[src/rtl/rom_arbiter_if.sv]
// Bus bundle for rom_arbiter: fetch port, data port, shared response data and the ROM pins.
// The slave modport is the arbiter's view; master is the requester/ROM side.
interface rom_arbiter_if #(
    parameter int MDW = 32,
    parameter int MAW = 32
);
    logic           if_req;
    logic [MAW-1:0] if_addr;
    logic           if_gnt;
    logic           if_rvalid;
    logic           if_err;

    logic           d_req;
    logic [MAW-1:0] d_addr;
    logic           d_gnt;
    logic           d_rvalid;
    logic           d_err;

    logic [MDW-1:0] rdata;

    logic           romcs_n;
    logic [MAW-1:0] romaddr;
    logic [MDW-1:0] romdout;

    modport slave (
        input  if_req, if_addr, d_req, d_addr, romdout,
        output if_gnt, if_rvalid, if_err, d_gnt, d_rvalid, d_err, rdata, romcs_n, romaddr
    );

    modport master (
        output if_req, if_addr, d_req, d_addr, romdout,
        input  if_gnt, if_rvalid, if_err, d_gnt, d_rvalid, d_err, rdata, romcs_n, romaddr
    );
endinterface

[src/rtl/rom_arbiter.sv]
// Two-port ROM arbiter: the data port normally wins, the fetch port is forced through after
// STARVE_MAX consecutive data grants. One access per cycle, response one cycle after grant.
module rom_arbiter #(
    parameter int MDW        = 32,
    parameter int MAW        = 32,
    parameter int STARVE_MAX = 4
) (
    input  logic           clk,
    input  logic           rst_n,
    rom_arbiter_if.slave   bus
);

    localparam logic [3:0] STARVE_LIMIT = 4'(STARVE_MAX);

    typedef enum logic [1:0] {
        RESP_NONE = 2'd0,
        RESP_IF   = 2'd1,
        RESP_D    = 2'd2
    } resp_sel_t;

    resp_sel_t      resp_sel, resp_sel_nxt;
    logic           resp_err, resp_err_nxt;
    logic [3:0]     starve_cnt, starve_cnt_nxt;

    logic           grant_if, grant_d, grant_any;
    logic [MAW-1:0] gnt_addr;
    logic           addr_ok;

    // Only the first 4 KiB of the address space is backed, and only word-aligned.
    function automatic logic addr_valid(input logic [MAW-1:0] a);
        return ((a >> 12) == '0) && (a[1:0] == 2'b00);
    endfunction

    // NOTE: every signal in an always_comb gets a default first; a path that skips
    // an assignment would otherwise infer a latch.
    always_comb begin
        grant_if = 1'b0;
        grant_d  = 1'b0;
        if (rst_n) begin
            if (bus.d_req && !(bus.if_req && starve_cnt == STARVE_LIMIT))
                grant_d = 1'b1;
            else if (bus.if_req)
                grant_if = 1'b1;
        end
        grant_any = grant_if | grant_d;
        gnt_addr  = grant_if ? bus.if_addr : bus.d_addr;
        addr_ok   = addr_valid(gnt_addr);
    end

    assign bus.if_gnt  = grant_if;
    assign bus.d_gnt   = grant_d;
    assign bus.romcs_n = !(grant_any && addr_ok);
    assign bus.romaddr = (grant_any && addr_ok) ? gnt_addr : '0;

    always_comb begin
        resp_sel_nxt   = RESP_NONE;
        resp_err_nxt   = 1'b0;
        starve_cnt_nxt = starve_cnt;

        if (grant_if)
            resp_sel_nxt = RESP_IF;
        else if (grant_d)
            resp_sel_nxt = RESP_D;
        resp_err_nxt = grant_any && !addr_ok;

        // The counter only measures a fetch request that is actually waiting.
        if (!bus.if_req || grant_if)
            starve_cnt_nxt = '0;
        else if (grant_d && starve_cnt < STARVE_LIMIT)
            starve_cnt_nxt = starve_cnt + 4'd1;
    end

    // NOTE: sequential state uses non-blocking assignments so every register samples
    // the pre-edge values, independent of process ordering.
    always_ff @(posedge clk or negedge rst_n) begin
        if (!rst_n) begin
            resp_sel   <= RESP_NONE;
            resp_err   <= 1'b0;
            starve_cnt <= '0;
        end else begin
            resp_sel   <= resp_sel_nxt;
            resp_err   <= resp_err_nxt;
            starve_cnt <= starve_cnt_nxt;
        end
    end

    assign bus.if_rvalid = (resp_sel == RESP_IF);
    assign bus.d_rvalid  = (resp_sel == RESP_D);
    assign bus.if_err    = (resp_sel == RESP_IF) && resp_err;
    assign bus.d_err     = (resp_sel == RESP_D) && resp_err;
    assign bus.rdata     = (resp_sel != RESP_NONE && !resp_err) ? bus.romdout : '0;

endmodule

[src/flat_wrapper.sv]
// flat-port wrapper written by rule: the top's interface ports become plain ports
module rom_arbiter_flat 
#(
    parameter int MDW        = 32,
    parameter int MAW        = 32,
    parameter int STARVE_MAX = 4
)
  (clk, rst_n, bus_if_req, bus_if_addr, bus_d_req, bus_d_addr, bus_romdout, bus_if_gnt, bus_if_rvalid, bus_if_err, bus_d_gnt, bus_d_rvalid, bus_d_err, bus_rdata, bus_romcs_n, bus_romaddr);
  rom_arbiter_if #(.MDW(MDW), .MAW(MAW)) bus_i ();
  input  logic clk;
  input  logic rst_n;
  input wire logic [$bits(bus_i.if_req)-1:0] bus_if_req;
  input wire logic [$bits(bus_i.if_addr)-1:0] bus_if_addr;
  input wire logic [$bits(bus_i.d_req)-1:0] bus_d_req;
  input wire logic [$bits(bus_i.d_addr)-1:0] bus_d_addr;
  input wire logic [$bits(bus_i.romdout)-1:0] bus_romdout;
  output wire logic [$bits(bus_i.if_gnt)-1:0] bus_if_gnt;
  output wire logic [$bits(bus_i.if_rvalid)-1:0] bus_if_rvalid;
  output wire logic [$bits(bus_i.if_err)-1:0] bus_if_err;
  output wire logic [$bits(bus_i.d_gnt)-1:0] bus_d_gnt;
  output wire logic [$bits(bus_i.d_rvalid)-1:0] bus_d_rvalid;
  output wire logic [$bits(bus_i.d_err)-1:0] bus_d_err;
  output wire logic [$bits(bus_i.rdata)-1:0] bus_rdata;
  output wire logic [$bits(bus_i.romcs_n)-1:0] bus_romcs_n;
  output wire logic [$bits(bus_i.romaddr)-1:0] bus_romaddr;
  assign bus_i.if_req = bus_if_req;
  assign bus_i.if_addr = bus_if_addr;
  assign bus_i.d_req = bus_d_req;
  assign bus_i.d_addr = bus_d_addr;
  assign bus_i.romdout = bus_romdout;
  assign bus_if_gnt = bus_i.if_gnt;
  assign bus_if_rvalid = bus_i.if_rvalid;
  assign bus_if_err = bus_i.if_err;
  assign bus_d_gnt = bus_i.d_gnt;
  assign bus_d_rvalid = bus_i.d_rvalid;
  assign bus_d_err = bus_i.d_err;
  assign bus_rdata = bus_i.rdata;
  assign bus_romcs_n = bus_i.romcs_n;
  assign bus_romaddr = bus_i.romaddr;
  rom_arbiter #(.MDW(MDW), .MAW(MAW), .STARVE_MAX(STARVE_MAX)) u_core (.clk(clk), .rst_n(rst_n), .bus(bus_i));
endmodule
[config.mk]
export PLATFORM = sky130hd
export DESIGN_NAME = rom_arbiter_flat
export DESIGN_NICKNAME = d
export VERILOG_FILES = /design/src/rtl/rom_arbiter_if.sv /design/src/rtl/rom_arbiter.sv /design/src/flat_wrapper.sv
export SDC_FILE = /design/constraint.sdc
export NUM_CORES = 1
export LEC_CHECK = 0
export CELL_PAD_IN_SITES_DETAIL_PLACEMENT = 0
export CELL_PAD_IN_SITES_GLOBAL_PLACEMENT = 1
export CORE_MARGIN = 2
export CORE_UTILIZATION = 12
export DETAILED_ROUTE_END_ITERATION = 10
export PLACE_DENSITY_LB_ADDON = 0.1
export SYNTH_ARGS = -nofsm -noshare
export SYNTH_HDL_FRONTEND = slang
export SYNTH_SLANG_ARGS = --single-unit
[constraint.sdc]
create_clock -name clk -period 1.9 [get_ports clk]
set_clock_uncertainty 0.1 [all_clocks]
set_input_delay 0.19 -clock clk [delete_from_list [all_inputs] [get_ports clk]]
set_output_delay 0.19 -clock clk [all_outputs]
set_load 0.03 [all_outputs]
# Yosys cells after proc, flatten, opt, wreduce, memory -nomap -nowiden
# Index checks and enable logic that the tools add are counted.
# W data, S select, Z words.
dict set report classes {
  addsub 1
  n_lt_le_gt_ge 1
  n_eq_ne 3
  mux 12
  bitwise_logic 1
  n_reduce_logical 19
}
# operator count
set op_table {}
lappend op_table {{$mux W32} 3}
lappend op_table {{$logic_not A32 Y1} 1}
lappend op_table {{$logic_and A1 B1 Y1} 9}
lappend op_table {{$mux W4} 2}
lappend op_table {{$logic_not A1 Y1} 5}
lappend op_table {{$mux W1} 5}
lappend op_table {{$add A4 B1 Y4 const B} 1}
lappend op_table {{$eq A4 B3 Y1 const B} 1}
lappend op_table {{$lt A4 B3 Y1 const B} 1}
lappend op_table {{$mux W2} 2}
lappend op_table {{$reduce_bool A2 Y1} 2}
lappend op_table {{$eq A2 B1 Y1 const B} 1}
lappend op_table {{$eq A2 B2 Y1 const B} 1}
lappend op_table {{$logic_not A2 Y1} 1}
lappend op_table {{$logic_or A1 B1 Y1} 1}
lappend op_table {{$or A1 B1 Y1} 1}
dict set report word_totals {
  ff_bits 7
  output_inout_bits 71
}

# Longest topological paths before layout
# Gate-level depths: netlist (run 1).
dict set report depth {
  ltp_word 11
  mapped_depth 6
  depth_no_buf 6
}

# Least setup slack after synthesis (run 1)
# OpenSTA, ideal clock, no wires.
dict set report synth_timing {
  kind {reg-to-output}
  startpoint {reg u_core.starve_cnt[0]}
  endpoint {out bus_romaddr[10]}
  t_arrival_ns 1.631
  t_required_ns 1.610
  slack_ns -0.021
  path_stages_with_launch 7
  path_cell_list {dfrtp_1 inv_1 ha_1 and2_1 a2111oi_4 buf_6 a22o_1}
}
dict set report synth_between {
  elab_chain_len 11
}
# element line
set synth_rtl {}
lappend synth_rtl {{start: declaration} rom_arbiter.sv:23} ;# logic [3:0] starve_cnt, starve_cnt_nxt;
lappend synth_rtl {{start signal: assignment} rom_arbiter.sv:83} ;# starve_cnt <= starve_cnt_nxt;
lappend synth_rtl {{$eq A4 B3 Y1 *} rom_arbiter.sv:40} ;# if (bus.d_req && !(bus.if_req && starve_cnt == STARVE_LIMIT))
lappend synth_rtl {{$logic_and A1 B1 Y1 *} rom_arbiter.sv:40}
lappend synth_rtl {{$logic_not A1 Y1 *} rom_arbiter.sv:40}
lappend synth_rtl {{$logic_and A1 B1 Y1 *} rom_arbiter.sv:40}
lappend synth_rtl {{$mux W1} rom_arbiter.sv:40}
lappend synth_rtl {{$mux W1} rom_arbiter.sv:39} ;# if (rst_n) begin
lappend synth_rtl {{$mux W32} rom_arbiter.sv:46} ;# gnt_addr = grant_if ? bus.if_addr : bus.d_addr;
lappend synth_rtl {{$logic_not A32 Y1 / $logic_not A2 Y1 (equally long branches)} rom_arbiter.sv:31} ;# return ((a >> 12) == '0) && (a[1:0] == 2'b00);
lappend synth_rtl {{$logic_and A1 B1 Y1} rom_arbiter.sv:31}
lappend synth_rtl {{$logic_and A1 B1 Y1} rom_arbiter.sv:53} ;# assign bus.romaddr = (grant_any && addr_ok) ? gnt_addr : '0;
lappend synth_rtl {{$mux W32 *} rom_arbiter.sv:53}
lappend synth_rtl {{end: declaration} flat_wrapper.sv:25} ;# output wire logic [$bits(bus_i.romaddr)-1:0] bus_romaddr;
# Every way passes the cells marked *; elsewhere a longest branch is shown, timed or not.

# Worst setup path after layout (run 1)
dict set report layout_timing {
  startpoint {in bus_d_addr[31]}
  endpoint {out bus_romaddr[7]}
}
dict set report layout_between {
  elab_chain_len 5
}
# element line
set layout_rtl {}
lappend layout_rtl {{start: declaration} flat_wrapper.sv:15} ;# input wire logic [$bits(bus_i.d_addr)-1:0] bus_d_addr;
lappend layout_rtl {{$mux W32} rom_arbiter.sv:46}
lappend layout_rtl {{$logic_not A32 Y1} rom_arbiter.sv:31}
lappend layout_rtl {{$logic_and A1 B1 Y1} rom_arbiter.sv:31}
lappend layout_rtl {{$logic_and A1 B1 Y1} rom_arbiter.sv:53}
lappend layout_rtl {{$mux W32} rom_arbiter.sv:53}
# No other way between the ends.

==> results.yml, run 1 <==
floorplanning:
  rows: 33
  initial_core_util: 0.1224
  core_um2: 8134
  fp.dieW_um: 95.10
  die_y_um: 95.10
  dieArea_um2: 9044
  ios: 171
grt:
  grt_usage: 0.09091
  top_usage_layer: "met2"
  grt_pass1_wl_mm: 6.437
  grt_pass1_vias: 1383
  antenna_found_initial: 0
  grt_util_met1: 0.09017
  grt_overflow: 0
  grt_util_met2: 0.1702
  grt_max_degree: 33
  use_met3: 0.04269
routing:
  drt_iter0_markers: 5
  wl_per_cell_um: 12.12
  vias: 1481
  drc: 0
  ant_nets: 0
  first_pass_iters: 3
  via_per_inst: 3.730
  routed_wl_mm: 4.813
critical_path:
  crit_buf_inv: 3
  critPathKind: "primary input to primary output"
  slowest_delay_ns: 0.42
  crit_top_cell: "buf_6"
  slowest_stage: "clkdlybuf4s50_1"
  critPathLaunchType: "primary input"
  timing.critical_path.required_ns: 1.61
  crit_family: "buffers and inverters"
  path_max_fanout: 5
  endpoint_kind: "primary output"
  crit_chain: "clkdlybuf4s50_1 > nor4_2 > nand4_1 > a2111oi_4 > buf_6 > a22o_4 > buf_6"
  reg2reg_depth: 6
  cp.depth: 7
  cp.arrival_ns: 1.85
logic_synthesis:
  yosysWarnings: 0
  ys_async_sr_fraction: 1.000
  syn_area_um2: 996.0
  syn_inst: 128
  synth_most_common_cell: "and2_1"
  synth_edf_count: 0
  yosys-top-cells-area: "and2_1 (22%), dfrtp_1 (18%), buf_4 (17%), a22o_1 (7.9%), nor4_2 (5.0%)"
  ys_ff_latch: 7
  yosysSeqAreaShare: 0.1759
  netlist_top_cells_count: "and2_1 (35), buf_4 (22), a22o_1 (9), nor2_1 (9), dfrtp_1 (7)"
  synthFlopType: "dfrtp_1"
  synth_top_area_cell: "and2_1"
  synth_area_per_cell_um2: 7.781
  synth.distinct_cells: 26
  yosysTopAreaCellShare: 0.2198
power:
  leakagePower_nw: 1.339
  peakVddDrop_v: 0.0001450
  sw_frac_of_total: 0.3507
  power_mw: 0.8563
  clkPwrFrac: 0.239
  p_per_area_nw_per_um2: 312.5
  p_int_mw: 0.5560
  power_switching_mw: 0.3003
  comb_power_share: 0.575
  p_seq_frac: 0.186
placed_design:
  gp_congestion: 0.6773
  placed_area_um2: 2491
  io_buffers: 148
  placed_cells: 388
  hpwl_mm: 3.961
timing:
  finalCriticalPeriod_ns: 2.144
  timing.fmax_mhz: 466.4
  finalHoldViolations: 0
  setup_viol: 11
  min_period_over_period: 1.128
  maxSlewViolCount: 0
  layout_setup_ws_ns: -0.2441
  rsz0062_at_grt: "yes"
clock_tree:
  clk_latency_ns: 0.22
  cts_tree: "done"
  cts.sinks: 7
  clockBufferDepth: 2
  cts_buffers: 3
  cts.clk_slew.worst_paths_ns: 0.04
  h-tree-depth: 1
  root_buffer: "clkbuf_8"
layout:
  fin_area_um2: 2740
  insertedDiodeCount: 0
  syn_to_final_growth_pct: 175.1
  stdcell_count: 397
  nets: 395
  fillers: 835
  layout-drive-gt1-share: 0.3082
hold_path:
  min-delay-path-class: "primary input to async pin"
status:
  violations: "negative setup slack"
  outcome: "complete, but fails checks"
run:
  drv_cap: 0
-- metal layers --
metal / share of wire / wire length (µm)
met1: 0.33 / 1574
met2: 0.50 / 2416
met3: 0.16 / 790
met4: 0.0066 / 32
met5: 0 / 0
-- power by group through the flow --
stage	clock [mW]	sequential (mW)	combinational, mW
3_3_place_gp	0	0.161	0.502
2_1_floorplan	0	0.161	0.233
3_5_place_dp	0	0.162	0.498
4_1_cts	0.211	0.160	0.497
5_1_grt	0.217	0.161	0.526
6_report	0.205	0.159	0.493
-- layout by cell type, fill, tap and decap left out, types with 5 or more instances in the layout --
cell type / Yosys / routed
buf_4: 22 / 50
clkdlybuf4s50_1: 0 / 71
nor4_2: 4 / 9
nand2_1: 5 / 5
nor2_1: 9 / 8
a22o_4: 0 / 10
buf_6: 1 / 13
dfrtp_1: 7 / 7
dlymetal6s2s_1: 0 / 9
dlygate4sd2_1: 0 / 23
and2_1: 35 / 34
conb_1: 1 / 22
-- path summary, 6_finish.rpt --
check | from | end | slack (ns)
min in group clk | bus_d_addr[28] | u_core.resp_err | 0.43
worst min register to register | u_core.starve_cnt[3] | u_core.starve_cnt[3] | 0.44
worst max-delay path | bus_d_addr[31] | bus_romaddr[7] | -0.24
max in group asynchronous | rst_n | u_core.resp_sel[0] | 1.26
worst min-delay path | rst_n | u_core.starve_cnt[2] | 0.31
worst max register to register | u_core.starve_cnt[0] | u_core.starve_cnt[1] | 0.38
-- layout make-up --
class                   count  area (µm²)  share of cell area
multi-input cells         112       830.8              0.3032
well taps                 105       131.4             0.04795
repair buffers            166        1546              0.5644
clock buffers               4       45.04             0.01644
inverters                   3       11.26            0.004110
flip-flops and latches      7       175.2             0.06393
-- kinds of logic after synthesis --
| kind of cell | after synthesis | share of synthesized area |
|---|---|---|
| xor gates and xnor gates | 1 | 0.008796 |
| other | 1 | 0.003765 |
| AOI/OAI and AO/OA | 18 | 0.1545 |
| buffers and inverters | 30 | 0.2048 |
| and+or+nand+nor | 68 | 0.4171 |
| DFF | 7 | 0.1759 |
| adders and majority gates | 2 | 0.02512 |
| muxes | 1 | 0.01005 |
-- sequential cells by signal, summed over array words and instances (netlist names) --
register           flops
u_core.starve_cnt      4
u_core.resp_sel        2
u_core.resp_err        1
-- metrics by stage --
step           utilization  hold slack (ns)  TNS [ns]  setup WS (ns)
2_1_floorplan            -          -0.2056         0        0.05381
3_3_place_gp        0.3063           0.4251    -4.313        -0.4024
3_5_place_dp        0.3063           0.4283    -4.283        -0.4015
4_1_cts             0.3315           0.3272    -2.550        -0.2556
5_1_grt             0.3369           0.3440    -3.734        -0.3516
6_report            0.3369           0.3137    -2.509        -0.2441
-- timing repair --
action / 4_1_cts / 5_1_grt
buffers inserted: 3 / 0
hold buffers: 0 / 0
resized for setup: 54 / 14
pin swaps: 26 / 15
hold endpoints to repair: 0 / 0
cloned: 2 / 0
setup endpoints to repair: 12 / 12
(Power assumes the default switching activity.)
==> inputs of run 2 (changes only) <==
Settings changed: CELL_PAD_IN_SITES_GLOBAL_PLACEMENT 1 to 2, CORE_UTILIZATION 12 to 10.
==> results.yml, run 2 (same netlist as run 1, synthesis figures left out) <==
layout:
  layout-drive-gt1-share: 0.3021
  insertedDiodeCount: 0
  syn_to_final_growth_pct: 178.8
  final_cell_mix: "clkdlybuf4s50_1 (71), buf_4 (46), and2_1 (34)"
  fin_area_um2: 2776
  final_common_cell: "clkdlybuf4s50_1"
  multiInputGateArea_um2: 833.3
  fillers: 1082
  area.sequential_um2: 175.2
  largestRegisters: "u_core.starve_cnt: 4 flops, u_core.resp_sel: 2 flops, u_core.resp_err: 1 flops"
  largest-register: "u_core.starve_cnt"
  largest_reg_flops: 4
  stdcell_count: 421
  nets: 391
grt:
  grt_overflow: 0
  grt_pass1_wl_mm: 7.210
  grt_pass1_vias: 1539
  antenna_found_initial: 0
  grt_usage: 0.08132
  grt_max_degree: 33
placed_design:
  placed_area_um2: 2536
  place_ws_ns: -0.3923
  gp_congestion: 0.6706
  placed_cells: 414
  hpwl_mm: 3.983
  io_buffers: 148
critical_path:
  slowest_delay_ns: 0.40
  critPathLaunchType: "flip-flop"
  path_max_fanout: 5
  critPathKind: "flip-flop to primary output"
  crit_chain: "inv_1 > ha_2 > and2_4 > a2111oi_4 > buf_4 > a22o_4 > buf_6"
  slowest_stage: "a2111oi_4"
  endpoint_kind: "primary output"
  cp.arrival_ns: 1.82
  timing.critical_path.required_ns: 1.61
routing:
  first_pass_iters: 3
  routed_wl_mm: 4.693
  wl_per_cell_um: 11.15
  via_per_inst: 3.508
  drt_iter0_markers: 48
  ant_nets: 0
  vias: 1477
  drc: 0
timing:
  timing.fmax_mhz: 474.9
  setup_viol: 11
  min_period_over_period: 1.108
  maxSlewViolCount: 0
  layout_setup_ws_ns: -0.2059
  rsz0062_at_grt: "yes"
  finalCriticalPeriod_ns: 2.106
  finalHoldViolations: 0
floorplanning:
  die_y_um: 103.8
  initial_core_util: 0.1024
  ios: 171
  core_um2: 9729
  dieArea_um2: 10770
  fp.dieW_um: 103.8
  rows: 36
run:
  drv_cap: 0
clock_tree:
  cts_tree: "done"
  clockBufferDepth: 2
  root_buffer: "clkbuf_8"
  clk_latency_ns: 0.22
  cts.clk_slew.worst_paths_ns: 0.04
  cts.sinks: 7
  cts_hold_buf: 0
  h-tree-depth: 1
  cts_buffers: 3
power:
  p_per_area_nw_per_um2: 309.8
  peakVddDrop_v: 0.0001119
  leakagePower_nw: 1.351
status:
  outcome: "complete, but fails checks"
  violations: "negative setup slack"
hold_path:
  min-delay-path-class: "primary input to async pin"
-- run 2: cell types whose count changed in the layout (fill, tap and decap cells not counted), sizes merged --
cell | previous run | this run
buf | 63 | 59
dlygate4sd2 | 23 | 20
dlymetal6s2s | 9 | 12
-- run 2: repair_timing --
item                       in CTS  in global routing
pin swaps                      25                 14
resized for setup              52                 14
setup buffers                   1                  0
setup endpoints to repair      11                 14
cloned                          2                  0
-- run 2: power by group --
| part | internal (mW) | switching, mW |
|---|---|---|
| combinational | 0.261 | 0.239 |
| sequential | 0.156 | 0.00360 |
| clock | 0.144 | 0.0567 |
-- run 2: worst paths after layout --
kind	from	to	slack, ns	cells past startpoint
max in group asynchronous	rst_n	u_core.resp_sel[1]	1.33	2
min	rst_n	u_core.starve_cnt[2]	0.25	2
max	u_core.starve_cnt[0]	bus_romaddr[3]	-0.21	7
min reg2reg	u_core.starve_cnt[3]	u_core.starve_cnt[3]	0.44	2
min in group clk	bus_if_addr[12]	u_core.resp_err	0.31	5
max reg2reg	u_core.starve_cnt[0]	u_core.starve_cnt[1]	0.33	6
-- run 2: metrics by stage --
step / util / hold WS (ns) / total power, mW / TNS [ns]
after floorplan: - / -0.2056 / 0.3943 / 0
after global placement: 0.2607 / 0.4382 / 0.6690 / -4.240
after detailed placement: 0.2607 / 0.4408 / 0.6645 / -4.180
after CTS: 0.2813 / 0.2569 / 0.8730 / -2.517
after global routing: 0.2854 / 0.2878 / 0.9055 / -3.371
final: 0.2854 / 0.2535 / 0.8600 / -2.066
-- run 2: cell type report --
cell class / count / share of cell area
clock buffers: 4 / 0.01622
inverters: 3 / 0.004056
multi-input cells: 112 / 0.3001
flip-flops and latches: 7 / 0.06309
well taps: 133 / 0.05994
repair buffers: 162 / 0.5566
-- run 2: layer usage --
layer,GRT usage,routed length (µm),vias to the layer above
li1,-,-,712
met1,0.07616,1604,635
met2,0.1580,2362,128
met3,0.03461,685,2
met4,0.02606,41,0
met5,0,0,-
-- run 2: worst max-delay path: cells and delay by family, from the launching register on --
kind	cells	cell delay (ns)
flops	1	0.34
buf+inv	3	0.39
compound gates	2	0.52
simple gates	1	0.15
fa+ha+maj	1	0.19
==> RTL edit, RTL diff (config.mk and constraints of run 1) <==
Re-encode `resp_sel_t` (3 values) as one-hot, 3 bits wide.
--- a/src/rtl/rom_arbiter.sv
+++ b/src/rtl/rom_arbiter.sv
@@ -12,10 +12,10 @@
 
     localparam logic [3:0] STARVE_LIMIT = 4'(STARVE_MAX);
 
-    typedef enum logic [1:0] {
-        RESP_NONE = 2'd0,
-        RESP_IF   = 2'd1,
-        RESP_D    = 2'd2
+    typedef enum logic [2:0] {
+        RESP_NONE = 3'b001,
+        RESP_IF   = 3'b010,
+        RESP_D    = 3'b100
     } resp_sel_t;
 
     resp_sel_t      resp_sel, resp_sel_nxt;
Check against the original RTL: no difference found for any inputs over 10 cycles, from zero or initial values and one cycle with rst_n low; not proved beyond that.
==> RTL edit against run 1 <==
- the flow still finishes with violations (setup timing)
- critical path depth unchanged
- global-route usage fell by 0.18 points
- count of clock-buffer cells in the layout unchanged
- area after synthesis increased by 3.5%
- total power is 10% higher
- setup slack better by 78 ps
- sequential cell count is 1 higher
- cell area hardly changed
- via count down 0.88%
- wire length down 6.8%
- highest routed layer unchanged
==> RTL edit: results (changes against run 1) <==
outcome:
  outcome: "finished, violations left"  # unchanged
  violations: "setup timing"  # unchanged
global_routing:
  grt_pass1_wl_um: 7030  # was 6440 µm
  gr-usage-all-layers: 0.0891  # was 0.0909
critical_path:
  crit_arrival_ps: 1780  # was 1850 ps
  r2r_setup_slack_ps: 340  # was 380 ps
  regToRegStartpoint: "u_core.starve_cnt[1]$_DFFE_PN0P_"  # was u_core.starve_cnt[0]$_DFFE_PN0P_
  crit_fanout: 6  # was 5
placed_design:
  hpwlAfterDp_um: 3930  # was 3960 µm
  place_ws_ps: -436  # was -401 ps
  gp_congestion: 0.704  # was 0.677
yosys:
  synth_compound_area_frac: 0.159  # was 0.155
  yosys_warnings: 0  # unchanged
  synth_xor_xnor_area_share: 0.00850  # was 0.00879
  synth.area.top_cells: "and2_1, dfrtp_1, buf_4"  # unchanged
  synth_cell_types: 28  # was 26
  synth_common_cells: "and2_1, buf_4, a22o_1"  # was and2_1, buf_4, a22o_1, nor2_1, dfrtp_1
  synth-adder-area-share: 0.0243  # was 0.0251
  synthMuxAreaShare: 0.00971  # was 0.0101
  ys_seq_area_frac: 0.195  # was 0.176
clocking:
  clock_latency_ps: 220  # about the same
routing:
  dr.first_iter.drc_count: 14  # was 5
  wl_per_cell_um: 11.3  # was 12.1 µm
  vias: 1468  # was 1481
finish:
  fillers: 861  # was 835
  drive_above_1_share: 0.302  # was 0.308
  top_regs: "u_core.starve_cnt: 4 flops, u_core.resp_sel: 3 flops, u_core.resp_err: 1 flops"  # was u_core.starve_cnt: 4 flops, u_core.resp_sel: 2 flops, u_core.resp_err: 1 flops
  nNetsFinal: 394  # was 395
pwr:
  p_int_w: 0.000601  # was 0.000556 W
  vdd_drop_max_mv: 0.145  # about the same
  p_leak_nw: 1.31  # was 1.34 nW
sta:
  setup_viol: 11  # unchanged
  layout_setup_ws_ps: -166  # was -244 ps
## RTL edit: cell types whose count changed after synthesis
cell and change:
nor2b_1 -2, nor3b_1 +2, a21oi_1 +1, dfstp_2 +1, nor2_1 -1, o21ai_0 +1
## RTL edit: power groups by stage
stage,clock network (W),logic (W),registers (W)
after floorplan,0,0.000277,0.000186
after global placement,0,0.000567,0.000186
after detailed placement,0,0.000564,0.000186
after CTS,0.000213,0.000558,0.000184
after global routing,0.000224,0.000590,0.000186
final,0.000205,0.000553,0.000184
## RTL edit: kinds of logic after synthesis
kind of cell    count (synthesis)
simple gates                   67
buf+inv                        30
compound gates                 20
flops                           8
fa+ha+maj                       2
other cells                     1
xor+xnor                        1
mux                             1
## RTL edit: what timing repair did
action,in CTS,in global routing
setup endpoints to repair,15,12
endpoints found under the hold margin,0,0
gates resized for setup,61,12
gates cloned,2,0
setup buffers,1,0
pin swaps,26,9
## RTL edit: metal layers
layer,global-route usage,vias to the layer above,wire (µm)
li1,-,725,-
met1,0.0987,624,1660
met2,0.161,117,2200
met3,0.0325,2,597
met4,0.0228,0,29
met5,0,-,0
## RTL edit: layout make-up
cell class                      count  area (µm²)  area share
Tap cell                          105         131      0.0479
Inverter                            3        11.3     0.00411
Sequential cell                     8         201      0.0735
Multi-Input combinational cell    113         843       0.308
Clock buffer                        4        45.0      0.0164
Timing Repair Buffer              163        1510       0.550
## RTL edit: per-stage QoR
stage	std cells	setup TNS, ps	area, µm²	power [W]	hold slack, ps
5_1_grt	396	-2690	2740	0.000999	300
3_3_place_gp	389	-4530	2520	0.000753	424
3_5_place_dp	389	-4640	2520	0.000750	431
6_report	396	-1700	2740	0.000943	273
4_1_cts	396	-2200	2700	0.000955	298
2_1_floorplan	151	0	1120	0.000462	-206
## RTL edit: worst max-delay path by stage
stage / startpoint / endpoint / slack (ps) / depth (start not counted)
floorplan: u_core.resp_sel[2]$_DFF_PN0_ / bus_if_err / 40 / 2
global placement: bus_d_addr[30] / bus_romaddr[2] / -420 / 7
detailed placement: bus_d_addr[30] / bus_romaddr[5] / -440 / 7
CTS: u_core.starve_cnt[1]$_DFFE_PN0P_ / bus_romaddr[2] / -220 / 7
global route: u_core.starve_cnt[0]$_DFFE_PN0P_ / bus_romaddr[8] / -260 / 7
finish: u_core.starve_cnt[0]$_DFFE_PN0P_ / bus_romaddr[11] / -170 / 7
## RTL edit: worst max-delay path, cell delays in order, from the launching register on
cell,delay [ps]
dfrtp_1,350
inv_2,50
ha_4,150
and2_4,140
a2111oi_4,420
buf_6,200
a22o_4,120
buf_6,120
